File: src/rtl/ir_disp_pkg.sv
// Shared types and seven-segment glyphs for the IR frame display controller.
// Segments are active-low, bit0 = a .. bit6 = g.
package ir_disp_pkg;

  typedef enum logic [1:0] {
    IDLE,
    LOAD,
    SHOW,
    ERR
  } state_t;

  localparam logic [6:0] SEG_BLANK = 7'h7F;
  localparam logic [6:0] SEG_E     = 7'b000_0110;

  localparam logic [6:0] SEG_HEX [16] = '{
    7'h40, 7'h79, 7'h24, 7'h30,
    7'h19, 7'h12, 7'h02, 7'h78,
    7'h00, 7'h10, 7'h08, 7'h03,
    7'h46, 7'h21, 7'h06, 7'h0E
  };

  function automatic logic [6:0] seg_of(input logic [3:0] n);
    return SEG_HEX[n];
  endfunction

endpackage

File: src/rtl/disp_tick_gen.sv
// Millisecond tick generator: one-cycle pulse every DIV clocks.
// clr restarts the count so the first tick lands a full period later.
module disp_tick_gen #(
  parameter int DIV = 50_000
) (
  input  logic clk,
  input  logic rst,
  input  logic clr,
  output logic tick
);

  localparam int CW = (DIV > 1) ? $clog2(DIV) : 1;

  logic [CW-1:0] cnt;

  assign tick = (cnt == CW'(DIV - 1));

  always_ff @(posedge clk or posedge rst) begin
    if (rst) begin
      cnt <= '0;
    end else if (clr || tick) begin
      cnt <= '0;
    end else begin
      cnt <= cnt + CW'(1);
    end
  end

endmodule

File: src/rtl/ir_disp_ctrl.sv
// NEC frame display controller: shows addr / repeat count / cmd on six digits.
// Define IR_DISP_BLINK_EN to blink the repeat count (SHOW) and the E (ERR).
module ir_disp_ctrl
  import ir_disp_pkg::*;
#(
  parameter int CLK_HZ   = 50_000_000,
  parameter int HOLD_MS  = 2000,
  parameter int BLINK_MS = 250
) (
  input  logic       i_clk,
  input  logic       i_rst,
  input  logic       i_frame_valid,
  input  logic [7:0] i_addr,
  input  logic [7:0] i_cmd,
  output logic       o_frame_ready,
  input  logic       i_repeat,
  input  logic       i_err,
  output logic [6:0] o_hex0,
  output logic [6:0] o_hex1,
  output logic [6:0] o_hex2,
  output logic [6:0] o_hex3,
  output logic [6:0] o_hex4,
  output logic [6:0] o_hex5,
  output logic       o_busy
);

  localparam int DIV = CLK_HZ / 1000;
  localparam int HW  = $clog2(HOLD_MS + 1);

  state_t state, state_n;

  logic xfer, ld_go, err_go, rep_go, exp_go;
  logic hold_load, tick, blink_off;
  logic [7:0] addr_q, cmd_q, rpt_q;
  logic [HW-1:0] hold_q;
  logic [5:0][6:0] hex_n, hex_q;

  // Qualified events, made mutually exclusive in priority order.
  assign xfer   = i_frame_valid & o_frame_ready;
  assign ld_go  = (state == LOAD);
  assign err_go = ~xfer & i_err
                & ((state == IDLE) | (state == SHOW));
  assign rep_go = ~xfer & ~err_go & i_repeat
                & (state == SHOW);
  assign exp_go = ~xfer & ~err_go & ~rep_go & tick
                & (hold_q == HW'(1))
                & ((state == SHOW) | (state == ERR));

  always_ff @(posedge i_clk or posedge i_rst) begin
    if (i_rst) begin
      state <= IDLE;
    end else begin
      state <= state_n;
    end
  end

  always_comb begin
    state_n = state;
    unique case (1'b1)
      xfer:    state_n = LOAD;
      ld_go:   state_n = SHOW;
      err_go:  state_n = ERR;
      exp_go:  state_n = IDLE;
      default: state_n = state;
    endcase
  end

  always_comb begin
    o_frame_ready = (state != LOAD);
    o_busy        = (state != IDLE);
    hold_load     = ld_go | err_go | rep_go;
  end

  disp_tick_gen #(
    .DIV (DIV)
  ) u_tick (
    .clk  (i_clk),
    .rst  (i_rst),
    .clr  (hold_load),
    .tick (tick)
  );

  always_ff @(posedge i_clk or posedge i_rst) begin
    if (i_rst) begin
      hold_q <= '0;
    end else if (hold_load) begin
      hold_q <= HW'(HOLD_MS);
    end else if (tick && hold_q != '0) begin
      hold_q <= hold_q - HW'(1);
    end
  end

  always_ff @(posedge i_clk or posedge i_rst) begin
    if (i_rst) begin
      addr_q <= '0;
      cmd_q  <= '0;
    end else if (xfer) begin
      addr_q <= i_addr;
      cmd_q  <= i_cmd;
    end
  end

  always_ff @(posedge i_clk or posedge i_rst) begin
    if (i_rst) begin
      rpt_q <= '0;
    end else if (ld_go) begin
      rpt_q <= '0;
    end else if (rep_go && rpt_q != 8'hFF) begin
      rpt_q <= rpt_q + 8'd1;
    end
  end

`ifdef IR_DISP_BLINK_EN
  localparam int BW = (BLINK_MS > 1) ? $clog2(BLINK_MS) : 1;

  logic [BW-1:0] blink_cnt;

  // Phase follows the tick generator, which restarts on every hold load.
  always_ff @(posedge i_clk or posedge i_rst) begin
    if (i_rst) begin
      blink_cnt <= '0;
      blink_off <= 1'b0;
    end else if (hold_load) begin
      blink_cnt <= '0;
      blink_off <= 1'b0;
    end else if (tick) begin
      if (blink_cnt == BW'(BLINK_MS - 1)) begin
        blink_cnt <= '0;
        blink_off <= ~blink_off;
      end else begin
        blink_cnt <= blink_cnt + BW'(1);
      end
    end
  end
`else
  logic blink_unused;
  assign blink_unused = ^BLINK_MS;
  assign blink_off    = 1'b0;
`endif

  always_comb begin
    hex_n = {6{SEG_BLANK}};
    unique case (state)
      SHOW: begin
        hex_n[5] = seg_of(addr_q[7:4]);
        hex_n[4] = seg_of(addr_q[3:0]);
        hex_n[3] = blink_off ? SEG_BLANK
                             : seg_of(rpt_q[7:4]);
        hex_n[2] = blink_off ? SEG_BLANK
                             : seg_of(rpt_q[3:0]);
        hex_n[1] = seg_of(cmd_q[7:4]);
        hex_n[0] = seg_of(cmd_q[3:0]);
      end
      ERR: begin
        hex_n[5] = blink_off ? SEG_BLANK : SEG_E;
      end
      default: begin
        hex_n = {6{SEG_BLANK}};
      end
    endcase
  end

  always_ff @(posedge i_clk or posedge i_rst) begin
    if (i_rst) begin
      hex_q <= {6{SEG_BLANK}};
    end else begin
      hex_q <= hex_n;
    end
  end

  assign o_hex0 = hex_q[0];
  assign o_hex1 = hex_q[1];
  assign o_hex2 = hex_q[2];
  assign o_hex3 = hex_q[3];
  assign o_hex4 = hex_q[4];
  assign o_hex5 = hex_q[5];

endmodule

File: config.mk
export PLATFORM = sky130hd
export DESIGN_NAME = ir_disp_ctrl
export DESIGN_NICKNAME = d
export VERILOG_FILES = /design/src/rtl/ir_disp_pkg.sv /design/src/rtl/disp_tick_gen.sv /design/src/rtl/ir_disp_ctrl.sv
export SDC_FILE = /design/constraint.sdc
export NUM_CORES = 1
export LEC_CHECK = 0
export ABC_CLOCK_PERIOD_IN_PS = 2300
export BUFFER_PORTS_ARGS = -buffer_cell sky130_fd_sc_hd__buf_2
export CAP_MARGIN = 20
export CORE_UTILIZATION = 53
export DETAILED_ROUTE_END_ITERATION = 7
export PLACE_DENSITY = 0.81
export SETUP_SLACK_MARGIN = 0.02
export SYNTH_ARGS = -nofsm -noshare
export SYNTH_HDL_FRONTEND = slang
export SYNTH_SLANG_ARGS = --single-unit
File: constraint.sdc
create_clock -name i_clk -period 2.3 [get_ports i_clk]
set_input_delay 0.115 -clock i_clk [delete_from_list [all_inputs] [get_ports i_clk]]
set_output_delay 0.115 -clock i_clk [all_outputs]
set_load 0.01 [all_outputs]
After elaboration in Yosys (flattened, before gate mapping)
Memory sizes are Yosys's and may differ from the RTL's.
Cells that the tools add are included.
{ "totals": {"reg_bits": 95, "mem_bits_ro": 672, "in_bits": 21, "out_inout_bits": 44, "mem_count": 6} }
{ "memory_table": {"columns": ["memory", "words", "width", "read_ports", "rd_ports_with_merged_regs", "wr", "line", "text"], "rows": [
  ["(name not given)", 16, 7, 1, 0, 0, "ir_disp_pkg.sv:23", "return SEG_HEX[n];"],
  ["(name not given)", 16, 7, 1, 0, 0, "ir_disp_pkg.sv:23", null],
  ["(name not given)", 16, 7, 1, 0, 0, "ir_disp_pkg.sv:23", null],
  ["(name not given)", 16, 7, 1, 0, 0, "ir_disp_pkg.sv:23", null],
  ["(name not given)", 16, 7, 1, 0, 0, "ir_disp_pkg.sv:23", null],
  ["(name not given)", 16, 7, 1, 0, 0, "ir_disp_pkg.sv:23", null]
]} }
{ "classes": {"addsub": 3, "n_lt_le_gt_ge": 6, "n_eq_ne": 7, "mux": 20, "bitwise_logic": 23, "n_reduce_logical": 9} }
{ "op_table": {"columns": ["cell", "count"], "rows": [
  ["$mux 7", 12],
  ["$mux 35", 1],
  ["$ge 5x5->1 const B", 6],
  ["$not 4->5", 6],
  ["$mux 11", 2],
  ["$add 16x1->16 const B", 1],
  ["$eq 16x16->1 const B", 1],
  ["$mux 16", 1],
  ["$mux 8", 2],
  ["$pmux 7 s2", 1],
  ["$eq 11x1->1 const B", 1],
  ["$reduce_bool 11->1", 1],
  ["$sub 11x1->11 const B", 1],
  ["$and 1x1->1", 10],
  ["$add 8x1->8 const B", 1],
  ["$ne 8x8->1 const B", 1],
  ["$pmux 2 s4", 1],
  ["$reduce_bool 2->1", 3],
  ["$eq 2x2->1 const B", 2],
  ["$or 1x1->1", 4],
  ["$reduce_bool 4->1", 1],
  ["$not 1->1", 3],
  ["$eq 2x1->1 const B", 1],
  ["$logic_and 1x1->1", 2],
  ["other kinds (3)", 3]
]} }

Longest topological paths before layout
{ "depth": {"word_depth": 15, "depth_mapped": 7, "ltp_nobuf": 6} }

Hierarchy
Synthesis repeated with hierarchy kept, for this count alone.
{ "unflattened": {"cells_unflattened": 500, "area_unflattened_um2": 5293.8} }
{ "by_module_without_submodules": {"columns": ["mod", "n_inst", "cells_each", "area_each_um2", "seq_area_each_um2"], "rows": [
  ["ir_disp_ctrl", 1, 417, 4431.8, 2029.4],
  ["disp_tick_gen", 1, 83, 862.1, 400.4]
]} }

Worst setup path before layout
Ideal clock, no wire load.
{ "synth_path": {"kind": "register -> register", "start": "reg rpt_q[4]", "end": "reg hex_q, in the netlist o_hex3[3]", "setup_ps": 84, "t_arrival_ps": 1571, "path_slack_ps": 644, "path_stages_with_launch": 6, "path_buffers": 0, "synth_period_minus_slack_ps": 1656, "cell_sequence": "dfrtp_1 -> inv_1 -> ha_1 -> inv_1 -> mux4_2 -> or2_2"} }
{ "synth_lines": {"columns": ["element", "line", "text"], "rows": [
  ["start: declaration", "ir_disp_ctrl.sv:34", "logic [7:0] addr_q, cmd_q, rpt_q;"],
  ["start signal: assignment", "ir_disp_ctrl.sv:109", "rpt_q <= rpt_q + 8'd1;"],
  ["end signal: assignment", "ir_disp_ctrl.sv:165", "hex_q <= {6{SEG_BLANK}};"],
  ["end signal: assignment", "ir_disp_ctrl.sv:167", "hex_q <= hex_n;"],
  ["end: declaration", "ir_disp_ctrl.sv:36", "logic [5:0][6:0] hex_n, hex_q;"]
]} }

Worst setup path after layout
{ "layout_path": {"start": "reg u_tick.cnt[0]", "end": "reg hold_q[2]"} }
{ "layout_between": {"elab_chain_cells": 3} }
{ "layout_rtl": {"columns": ["element", "line", "text"], "rows": [
  ["start: declaration", "disp_tick_gen.sv:14", "logic [CW-1:0] cnt;"],
  ["start signal: assignment", "disp_tick_gen.sv:24", "cnt <= cnt + CW'(1);"],
  ["$eq 16x16->1", "disp_tick_gen.sv:16", "assign tick = (cnt == CW'(DIV - 1));"],
  ["$logic_and 1x1->1", "ir_disp_ctrl.sv:88", "end else if (tick && hold_q != '0) begin"],
  ["$reduce_bool 2->1 (no line)", null, null],
  ["end signal: assignment", "ir_disp_ctrl.sv:87", "hold_q <= HW'(HOLD_MS);"],
  ["end signal: assignment", "ir_disp_ctrl.sv:89", "hold_q <= hold_q - HW'(1);"],
  ["end: declaration", "ir_disp_ctrl.sv:35", "logic [HW-1:0] hold_q;"]
]} }
Every way passes these cells.
A chain may end at the register's enable or synchronous reset.

==> results.yml <==
yosys:
  netlist_area_um2: 5340
  synthFlopType: "dfrtp_1"
  ys_types: 57
  synth_top_area_cell: "dfrtp_1"
  yosysSeqAreaShare: 0.455
  yosys_register_bits: 95
  synth_nets: 568
  synthesis.instances: 508
  ys_warn_count: 0
  synth_edf_count: 0
  async_flop_share: 1.00
  yosys.area.top_type_share: 0.248
  avgSynthCellArea_um2: 10.5
  netlist_top_cells_area: "dfrtp_1 (25%), dfstp_2 (21%), ha_1 (9.1%), mux2_2 (4.2%), mux2i_1 (3.7%)"
die:
  die_w_um: 102
  die_area_um2: 10500
  std_cell_rows: 36
  start_util: 0.546
  core_um2: 9770
  boundaryPins: 65
  die_h_um: 102
sta:
  setup_violations: 0
  hold_ws_ns: 0.109
  tightest_slew_ns: 0.814
  timing.final.crit_period_ns: 1.96
  hold_viol: 0
  slew_violations: 0
  finalClockSkew_ns: 0.00969
  rsz0062_at_grt: "no"
  period_share: 0.851
  relSlewSlack: 0.456
  tns_ns: 0
  max_freq_mhz: 511
cells_and_area:
  register_area_um2: 2430
  drive_above_1_share: 0.293
  layout_common_cells: "buf_2 (64), dfrtp_1 (53), nor2_1 (43)"
  nNetsFinal: 646
  mostFrequentLayoutCell: "buf_2"
  syn2layout_area_growth_pct: 16.0
  multi_input_area_um2: 2710
  design_area_um2: 6200
  fillers: 784
  antenna-diode-count: 0
pwr:
  powerDensity_nw_per_um2: 1040
  p_leak_nw: 2.55
  peakVddDrop_uv: 584
global_routing:
  grt_start_max_net_pins: 38
  grt_usage: 0.226
  grt_pass1_vias: 3974
  grt_overflow: 0
  grt_antenna_before_repair: 0
  grt_pass1_wl_mm: 18.3
cts:
  insertion_delay_ns: 0.36
  cts_root_buf: "clkbuf_8"
  cts_tree: "built"
  cts_buffer_depth: 2
  cts-resized-gates: 0
  cts_sinks: 95
  clk_pin_slew_ns: 0.10
  cts_setup_buffers: 0
  htreeDepth: 3
  cts_made_buffers: 9
critical_path:
  startpoint_type: "register"
  crit_path_max_incr_delay_ns: 0.57
  ff2ff_setup_slack_ns: 0.34
  ff2ff_path_depth: 5
  crit_family: "simple AND/OR/NAND/NOR gates"
  critPathArrivalTime_ns: 2.25
  critPathBufInv: 0
  cp_max_fo: 14
  r2r-end: "hold_q[2]"
  worstPathCellList: "ha_1, and3_1, nand4_2, or4_1, a21oi_1"
  r2r_start: "u_tick.cnt[0]"
  crit_type: "register to register"
  worst-endpoint-required_ns: 2.59
  crit_path_end_kind: "register"
  cpMaxStageDelayCell: "or4_1"
min_path:
  hold_path_class: "input port to register"
  worst_hold_path.endpoint: "state[0]"
  holdPathStages: 3
  hp-start: "i_err"
detailed_routing:
  drtIter0Drc: 230
  vias: 4081
  antenna_left: 0
  remaining_drc_errors: 0
  drtPass1Iterations: 4
  routed_wirelength_mm: 10.9
  vias_per_cell: 5.64
  wl_per_cell_um: 15.0
placement:
  gp_congestion: 0.852
  post_dp_cell_area_um2: 5820
  portBuffers: 64
  hpwl_mm: 7.63
status:
  status: "complete, no violations"
run:
  drv_cap: 0
-- power by group --
part	internal (mW)	switching (mW)	leakage (nW)
registers	2.32	0.493	1.11
logic	1.14	1.35	1.35
clock network	0.516	0.604	0.100
-- state kept, by name (all words and copies together) (netlist names) --
name / cells
state: 2
cmd_q: 8
o_hex4: 7
o_hex1: 7
addr_q: 8
rpt_q: 8
o_hex2: 7
o_hex0: 7
o_hex5: 7
u_tick.cnt: 16
hold_q: 11
o_hex3: 7
-- worst max path at each step --
stage | depth (start not counted) | start | to | slack, ns
floorplan | 5 | rpt_q[4] | o_hex3[3] | 0.64
global placement | 5 | u_tick.cnt[0] | hold_q[2] | 0.41
detailed placement | 5 | u_tick.cnt[0] | hold_q[2] | 0.36
CTS | 5 | u_tick.cnt[0] | hold_q[2] | 0.33
global route | 5 | u_tick.cnt[0] | u_tick.cnt[10] | 0.21
finish | 5 | u_tick.cnt[0] | hold_q[2] | 0.34
-- logic make-up after synthesis --
| kind of cell | count (synthesis) | synth area share |
|---|---|---|
| AO/OA/AOI/OAI | 104 | 0.125 |
| XOR/XNOR | 14 | 0.0230 |
| adder cells (fa/ha/maj) | 39 | 0.0914 |
| buffers and inverters | 52 | 0.0384 |
| flip-flops | 95 | 0.455 |
| multiplexers | 44 | 0.0965 |
| AND/OR/NAND/NOR | 160 | 0.171 |
-- layer usage --
metal  up-vias  GRT usage  wire (µm)
met5         -          0          0
met4         0     0.0813        131
met3        15     0.0363        605
met2       106      0.391       5460
met1      1979      0.288       4660
li1       1981          -          -
-- what timing repair did --
action,in CTS,in global routing
endpoints found under the hold margin,30,0
hold buffers,17,0
endpoints found under the setup margin,0,0
-- area by class of cell --
cell class | instances | share of cell area
Multi-Input combinational cell | 361 | 0.437
Sequential cell | 95 | 0.392
Tap cell | 133 | 0.0269
Timing Repair Buffer | 88 | 0.0917
Inverter | 31 | 0.0194
Clock buffer | 9 | 0.0200
Clock inverter | 7 | 0.0131
-- metrics by stage --
step	util	setup WS, ns	cells	total power [mW]
finish	0.634	0.343	724	6.42
global route	0.634	0.210	724	6.91
CTS	0.634	0.327	724	6.48
detailed placement	0.595	0.365	691	5.30
global placement	0.595	0.411	691	5.19
floorplan	-	0.644	508	4.50
-- worst reg2reg max path: stages (launching register included) --
cell and delay [ns]:
dfrtp_1 0.40, ha_1 0.21, and3_1 0.23, nand4_2 0.32, or4_1 0.58, a21oi_1 0.15
-- synth_stat cells (9+ instances only) --
cell and number:
mux2i_1 20, nor2_1 43, ha_1 39, nand2_1 24, dfrtp_1 53, a21oi_1 19, clkbuf_1 14, or3_1 9
nand3_1 13, o211ai_1 18, inv_1 30, dfstp_2 42, mux2_2 20, or2_2 9, o21ai_0 31, nor3_1 10
(Power assumes the default switching activity.)
